--- config.mk ---
export PLATFORM = sky130hd
export DESIGN_NAME = timer_display_scan
export DESIGN_NICKNAME = d
export VERILOG_FILES = /design/src/rtl/timer_disp_pkg.sv /design/src/rtl/seg7_decode.sv /design/src/rtl/timer_display_scan.sv
export SDC_FILE = /design/constraint.sdc
export NUM_CORES = 1
export LEC_CHECK = 0
export CAP_MARGIN = 20
export CORE_ASPECT_RATIO = 0.8
export CORE_UTILIZATION = 55
export DETAILED_ROUTE_END_ITERATION = 8
export GPL_ROUTABILITY_DRIVEN = 1
export PLACE_DENSITY = 0.82
export SYNTH_ARGS = -nofsm -noshare
export SYNTH_HDL_FRONTEND = slang
export SYNTH_SLANG_ARGS = --single-unit
--- constraint.sdc ---
create_clock -name clk_in -period 4.2 [get_ports clk_in]
set_input_delay 0.84 -clock clk_in [delete_from_list [all_inputs] [get_ports clk_in]]
set_output_delay 0.84 -clock clk_in [all_outputs]
set_load 0.05 [all_outputs]
--- src/rtl/timer_disp_pkg.sv ---
// Shared definitions for the countdown display scanner: segment codes,
// anode patterns and the digit-slot index type.
package timer_disp_pkg;

  // Segment codes are {g,f,e,d,c,b,a}, active-low.
  localparam logic [6:0] SEG_0     = 7'b1000000;
  localparam logic [6:0] SEG_1     = 7'b1111001;
  localparam logic [6:0] SEG_2     = 7'b0100100;
  localparam logic [6:0] SEG_3     = 7'b0110000;
  localparam logic [6:0] SEG_4     = 7'b0011001;
  localparam logic [6:0] SEG_5     = 7'b0010010;
  localparam logic [6:0] SEG_6     = 7'b0000010;
  localparam logic [6:0] SEG_7     = 7'b1111000;
  localparam logic [6:0] SEG_8     = 7'b0000000;
  localparam logic [6:0] SEG_9     = 7'b0010000;
  localparam logic [6:0] SEG_DASH  = 7'b0111111;
  localparam logic [6:0] SEG_BLANK = 7'h7F;

  localparam logic [3:0] AN_OFF = 4'b1111;

  typedef enum logic [1:0] {
    SLOT_UNITS = 2'd0,
    SLOT_TENS  = 2'd1,
    SLOT_MINS  = 2'd2,
    SLOT_BLANK = 2'd3
  } slot_idx_t;

  // One anode low per slot; slot 0 drives the rightmost digit.
  function automatic logic [3:0] slot_anode(input slot_idx_t slot);
    logic [3:0] onehot;
    onehot = 4'b0001 << slot;
    return ~onehot;
  endfunction

endpackage

--- src/rtl/seg7_decode.sv ---
// Combinational BCD to active-low seven-segment decoder; 10..15 show a dash.
module seg7_decode
  import timer_disp_pkg::*;
(
  input  logic [3:0] i_digit,
  output logic [6:0] o_seg
);

  always_comb begin
    // NOTE: assigning a default first keeps every path driven, so no latch is inferred.
    o_seg = SEG_DASH;
    case (i_digit)
      4'd0: o_seg = SEG_0;
      4'd1: o_seg = SEG_1;
      4'd2: o_seg = SEG_2;
      4'd3: o_seg = SEG_3;
      4'd4: o_seg = SEG_4;
      4'd5: o_seg = SEG_5;
      4'd6: o_seg = SEG_6;
      4'd7: o_seg = SEG_7;
      4'd8: o_seg = SEG_8;
      4'd9: o_seg = SEG_9;
      default: o_seg = SEG_DASH;
    endcase
  end

endmodule

--- src/rtl/timer_display_scan.sv ---
// Multiplexed M.SS countdown display scanner with frame-locked digit capture.
// Optional blink-on-expiry is built only when TIMER_BLINK_EN is defined.
module timer_display_scan
  import timer_disp_pkg::*;
#(
  parameter int SCAN_DIV  = 100000,
  parameter int BLINK_DIV = 250
) (
  input  logic       clk_in,
  input  logic       reset_n,
  input  logic [3:0] A,
  input  logic [3:0] B,
  input  logic [3:0] C,
  input  logic       enable,
  output logic [6:0] seg,
  output logic       dp,
  output logic [3:0] an,
  output logic       time_up
);

  localparam int PW = (SCAN_DIV > 1) ? $clog2(SCAN_DIV) : 1;

  logic [PW-1:0] r_presc;
  slot_idx_t     r_idx;
  logic [3:0]    r_a, r_b, r_c;
  logic [6:0]    r_seg;
  logic          r_dp;
  logic [3:0]    r_an;
  logic          r_time_up;
  logic          w_tick;
  logic          w_blink_mask;
  logic [3:0]    w_digit;
  logic [6:0]    w_seg_dec;

  assign w_tick = (r_presc == PW'(SCAN_DIV - 1));

  always_ff @(posedge clk_in or negedge reset_n) begin
    if (!reset_n) begin
      r_presc <= '0;
    end else if (w_tick) begin
      // NOTE: sequential state always uses non-blocking assignment so every flop samples pre-edge values.
      r_presc <= '0;
    end else begin
      r_presc <= r_presc + 1'b1;
    end
  end

  // Digits are sampled only at the frame boundary so a frame never mixes old and new values.
  always_ff @(posedge clk_in or negedge reset_n) begin
    if (!reset_n) begin
      r_idx <= SLOT_UNITS;
      // NOTE: frame registers reset to F, not 0, so time_up cannot fire before the first capture.
      r_a   <= 4'hF;
      r_b   <= 4'hF;
      r_c   <= 4'hF;
    end else if (w_tick) begin
      r_idx <= slot_idx_t'(r_idx + 2'd1);
      if (r_idx == SLOT_BLANK) begin
        r_a <= A;
        r_b <= B;
        r_c <= C;
      end
    end
  end

  always_comb begin
    w_digit = r_c;
    case (r_idx)
      SLOT_UNITS: w_digit = r_c;
      SLOT_TENS:  w_digit = r_b;
      SLOT_MINS:  w_digit = r_a;
      default:    w_digit = r_c;
    endcase
  end

  seg7_decode u_decode (
    .i_digit (w_digit),
    .o_seg   (w_seg_dec)
  );

  always_ff @(posedge clk_in or negedge reset_n) begin
    if (!reset_n) begin
      r_time_up <= 1'b0;
    end else begin
      r_time_up <= (r_a == 4'd0) && (r_b == 4'd0) && (r_c == 4'd0);
    end
  end

`ifdef TIMER_BLINK_EN
  localparam int BW = (BLINK_DIV > 1) ? $clog2(BLINK_DIV) : 1;

  logic [BW-1:0] r_blink_cnt;
  logic          r_phase;

  always_ff @(posedge clk_in or negedge reset_n) begin
    if (!reset_n) begin
      r_blink_cnt <= '0;
      r_phase     <= 1'b0;
    end else if (!r_time_up) begin
      r_blink_cnt <= '0;
      r_phase     <= 1'b0;
    end else if (w_tick) begin
      if (r_blink_cnt == BW'(BLINK_DIV - 1)) begin
        r_blink_cnt <= '0;
        r_phase     <= ~r_phase;
      end else begin
        r_blink_cnt <= r_blink_cnt + 1'b1;
      end
    end
  end

  assign w_blink_mask = r_phase;
`else
  assign w_blink_mask = 1'b0;
`endif

  // Drive pins from flops; they follow the slot index one cycle later.
  always_ff @(posedge clk_in or negedge reset_n) begin
    if (!reset_n) begin
      r_seg <= SEG_BLANK;
      r_dp  <= 1'b1;
      r_an  <= AN_OFF;
    end else begin
      r_an  <= (enable && !w_blink_mask) ? slot_anode(r_idx) : AN_OFF;
      r_seg <= (!enable || (r_idx == SLOT_BLANK)) ? SEG_BLANK : w_seg_dec;
      r_dp  <= !(enable && (r_idx == SLOT_MINS));
    end
  end

  assign seg     = r_seg;
  assign dp      = r_dp;
  assign an      = r_an;
  assign time_up = r_time_up;

endmodule

==> run summary <==
post-route antenna net violation count -> 0
xor and xnor area share after synthesis -> 5.87%
Adder-Cell Fraction of Synth Area -> 4.79%
placed insts -> 246
failing checks -> design-rule violations
CP Buf/Inv Count -> 1
largest family of logic cells by synthesized area -> simple AND/OR/NAND/NOR gates
Crit-path slowest cell -> clkdlybuf4s50_1
total CTS buffers -> 5
Compound-Gate Fraction of Synth Area -> 7.85%
WS Path Type -> reg -> out
sequential-to-total area share from yosys stat -> 52.9%
cell breakdown of the critical path -> clkdlybuf4s50_1
first-pass GRT wire length -> 7.02 mm
clk_skew -> 0.00856 ns
main flop type after synthesis -> dfstp_2
initial antenna violation count -> 0
# rows -> 19
pin count of the biggest net entering global routing -> 44
routed len/inst -> 15.8 µm
CTS clk-pin slew, worst paths -> 0.09 ns
DRT Pass-1 Iters -> 8
Die H -> 57.1 µm
CTS Root Cell -> clkbuf_8
Avg Cell Area, Syn -> 11.5 µm²
Post-synth EDFFs -> 0
drt first-iter violations -> 117
Final Hold Violating Endpoints -> 0
GRT Total Usage -> 22.8%
I/O Pins -> 28
Ys Warns -> 0
slowest stage delay, CP -> 0.80 ns
postcts setup bufs -> 0
grt total ovfl -> 0
share of synthesized flip-flops with an asynchronous set or reset -> 100%
Worst-Margin Slew -> 0.891 ns
CTS sink cnt -> 43
Max clock buf depth -> 2
status -> finished with violations
Synth Cell Area -> 2090 µm²
CP Capture Type -> output pin
unrepaired setup endpoints after global routing -> no
share of cells above drive strength 1 -> 23.6%
Final Slew Violations -> 0
PortBufs -> 27
maximum fanout along the worst path -> 1
Min Clock Period, post-route -> 2.47 ns
die width -> 70.9 µm
post-synthesis mux area share -> 8.27%
cell count after synthesis -> 182
vias -> 1457
Finished Layout Cells -> 254
simple-gate share of the synthesized area -> 17.7%
Synth cell types -> 38
#FFs+latches synth -> 43
vias per std cell -> 5.74
setup ws final -> 1.73 ns
Mapped Nets -> 205
Initial Utilization -> 59.4%
Startpoint Class -> register
final net count -> 234
CTS tree -> built
pwr dens -> 328 nW/µm²
fmax -> 0.405 GHz
Tcrit/Tclk final -> 58.8%
Remaining DRCs -> 2
maximum VDD drop -> 0.255 mV
Diodes inserted -> 0
DP HPWL -> 2.94 mm
Hold WC Path Type -> reg -> reg
Rel. slew slack -> 40.6%
vias in the first global route -> 1465
DP Worst Slack -> 2.00 ns
family with the most delay on the worst path -> buffers and inverters
DRT Wirelength -> 4.00 mm
Synth-to-Final Area Change -> 18.9%
final setup vio count -> 0
PostCTS Resize Cnt -> 0
Final GP Congestion -> 0.892
CTS HTree Levels -> 2
Core Box Area -> 3520 µm²
CTS hold repair buffers -> 0
Lkg Pwr -> 0.00106 µW
CP arrival -> 1.63 ns
total die area -> 4050 µm²
Fin Setup TNS -> 0 ns
worst hold slack -> 0.507 ns
CP Data Required Time -> 3.36 ns
Clock Latency Late Sink -> 0.29 ns
Max-cap violations -> 0
==> cell type report <==
type,instances,area (µm²)
clock inverters,2,13.8
repair buffers,27,265
flip-flops and latches,43,1100
clock buffers,6,93.8
fillers,240,1040
multi-input cells,128,930
well taps,42,52.6
inverters,6,22.5
==> final timing paths <==
path	from	cells after the start	endpoint	slack [ns]
max	seg[0]	1	seg[0]	1.73
min	r_presc[0]	1	r_presc[0]	0.51
max reg2reg	r_idx[0]	8	seg[4]	1.93
min reg2reg	r_presc[0]	1	r_presc[0]	0.51
max in group asynchronous	reset_n	1	r_presc[0]	2.97
min in group asynchronous	reset_n	1	r_presc[6]	0.67
==> synthesized netlist by cell type, types with 4 or more instances <==
library cell | instances | area (µm²)
dfstp_2 | 23 | 604
dfrtp_1 | 20 | 500
nor2_1 | 16 | 60.1
nand2_1 | 13 | 48.8
mux2_4 | 10 | 150
nand3_1 | 10 | 50.1
xnor2_1 | 10 | 87.6
ha_1 | 8 | 100
a21oi_1 | 7 | 35.0
inv_1 | 6 | 22.5
o21ai_0 | 6 | 30.0
a21o_1 | 4 | 30.0
a22oi_1 | 4 | 30.0
nor4_1 | 4 | 25.0
xor2_1 | 4 | 35.0
==> sequential cells by signal, summed over array words and instances, names as in the netlist <==
signal / flops
an: 3
dp: 1
r_a: 4
r_b: 4
r_c: 4
r_idx: 2
r_presc: 17
seg: 7
time_up: 1
==> power breakdown <==
group          internal [µW]  switching, µW
clock network            153            143
registers                434           6.99
logic                   33.5           44.7
total                    620            195
==> placed cells by master (no fill, tap or decap), drive strengths merged, types with 4 or more instances in the layout <==
| cell type | Yosys | layout |
|---|---|---|
| mux2 | 12 | 12 |
| clkbuf | 2 | 6 |
| a22oi | 4 | 4 |
| nor2 | 16 | 16 |
| dfstp | 23 | 23 |
| ha | 8 | 8 |
| nand2 | 13 | 13 |
| dfrtp | 20 | 20 |
| xnor2 | 10 | 10 |
| xor2 | 4 | 4 |
| inv | 6 | 6 |
| a21o | 4 | 4 |
| nor4 | 5 | 5 |
| o21ai | 6 | 6 |
| nand3 | 11 | 11 |
| a21oi | 7 | 7 |
| clkdlybuf4s50 | 0 | 26 |
==> through the flow <==
| step | util [%] | cell area, µm² | power [µW] |
|---|---|---|---|
| 3_5_place_dp | 67.5 | 2370 | 526 |
| 2_1_floorplan | - | 2090 | 489 |
| 4_1_cts | 70.6 | 2480 | 821 |
| 6_report | 70.6 | 2480 | 815 |
| 5_1_grt | 70.6 | 2480 | 849 |
| 3_3_place_gp | 67.5 | 2370 | 522 |
==> routing by layer <==
layer  wire length, µm  up-vias  GRT usage, %
met5                 0        -             0
met4                 9        0          6.00
met3               183        2          4.77
met2              1850       42          36.3
met1              1960      717          32.4
li1                  -      696             -
==> logic make-up (layout without fill, tap and decap cells) <==
logic type / after synthesis / in the layout
buf+inv: 11 / 41
flops: 43 / 43
xor+xnor: 14 / 14
simple gates: 68 / 68
mux: 12 / 12
compound gates: 26 / 26
fa+ha+maj: 8 / 8
Power figures use the tool's default switching activity.
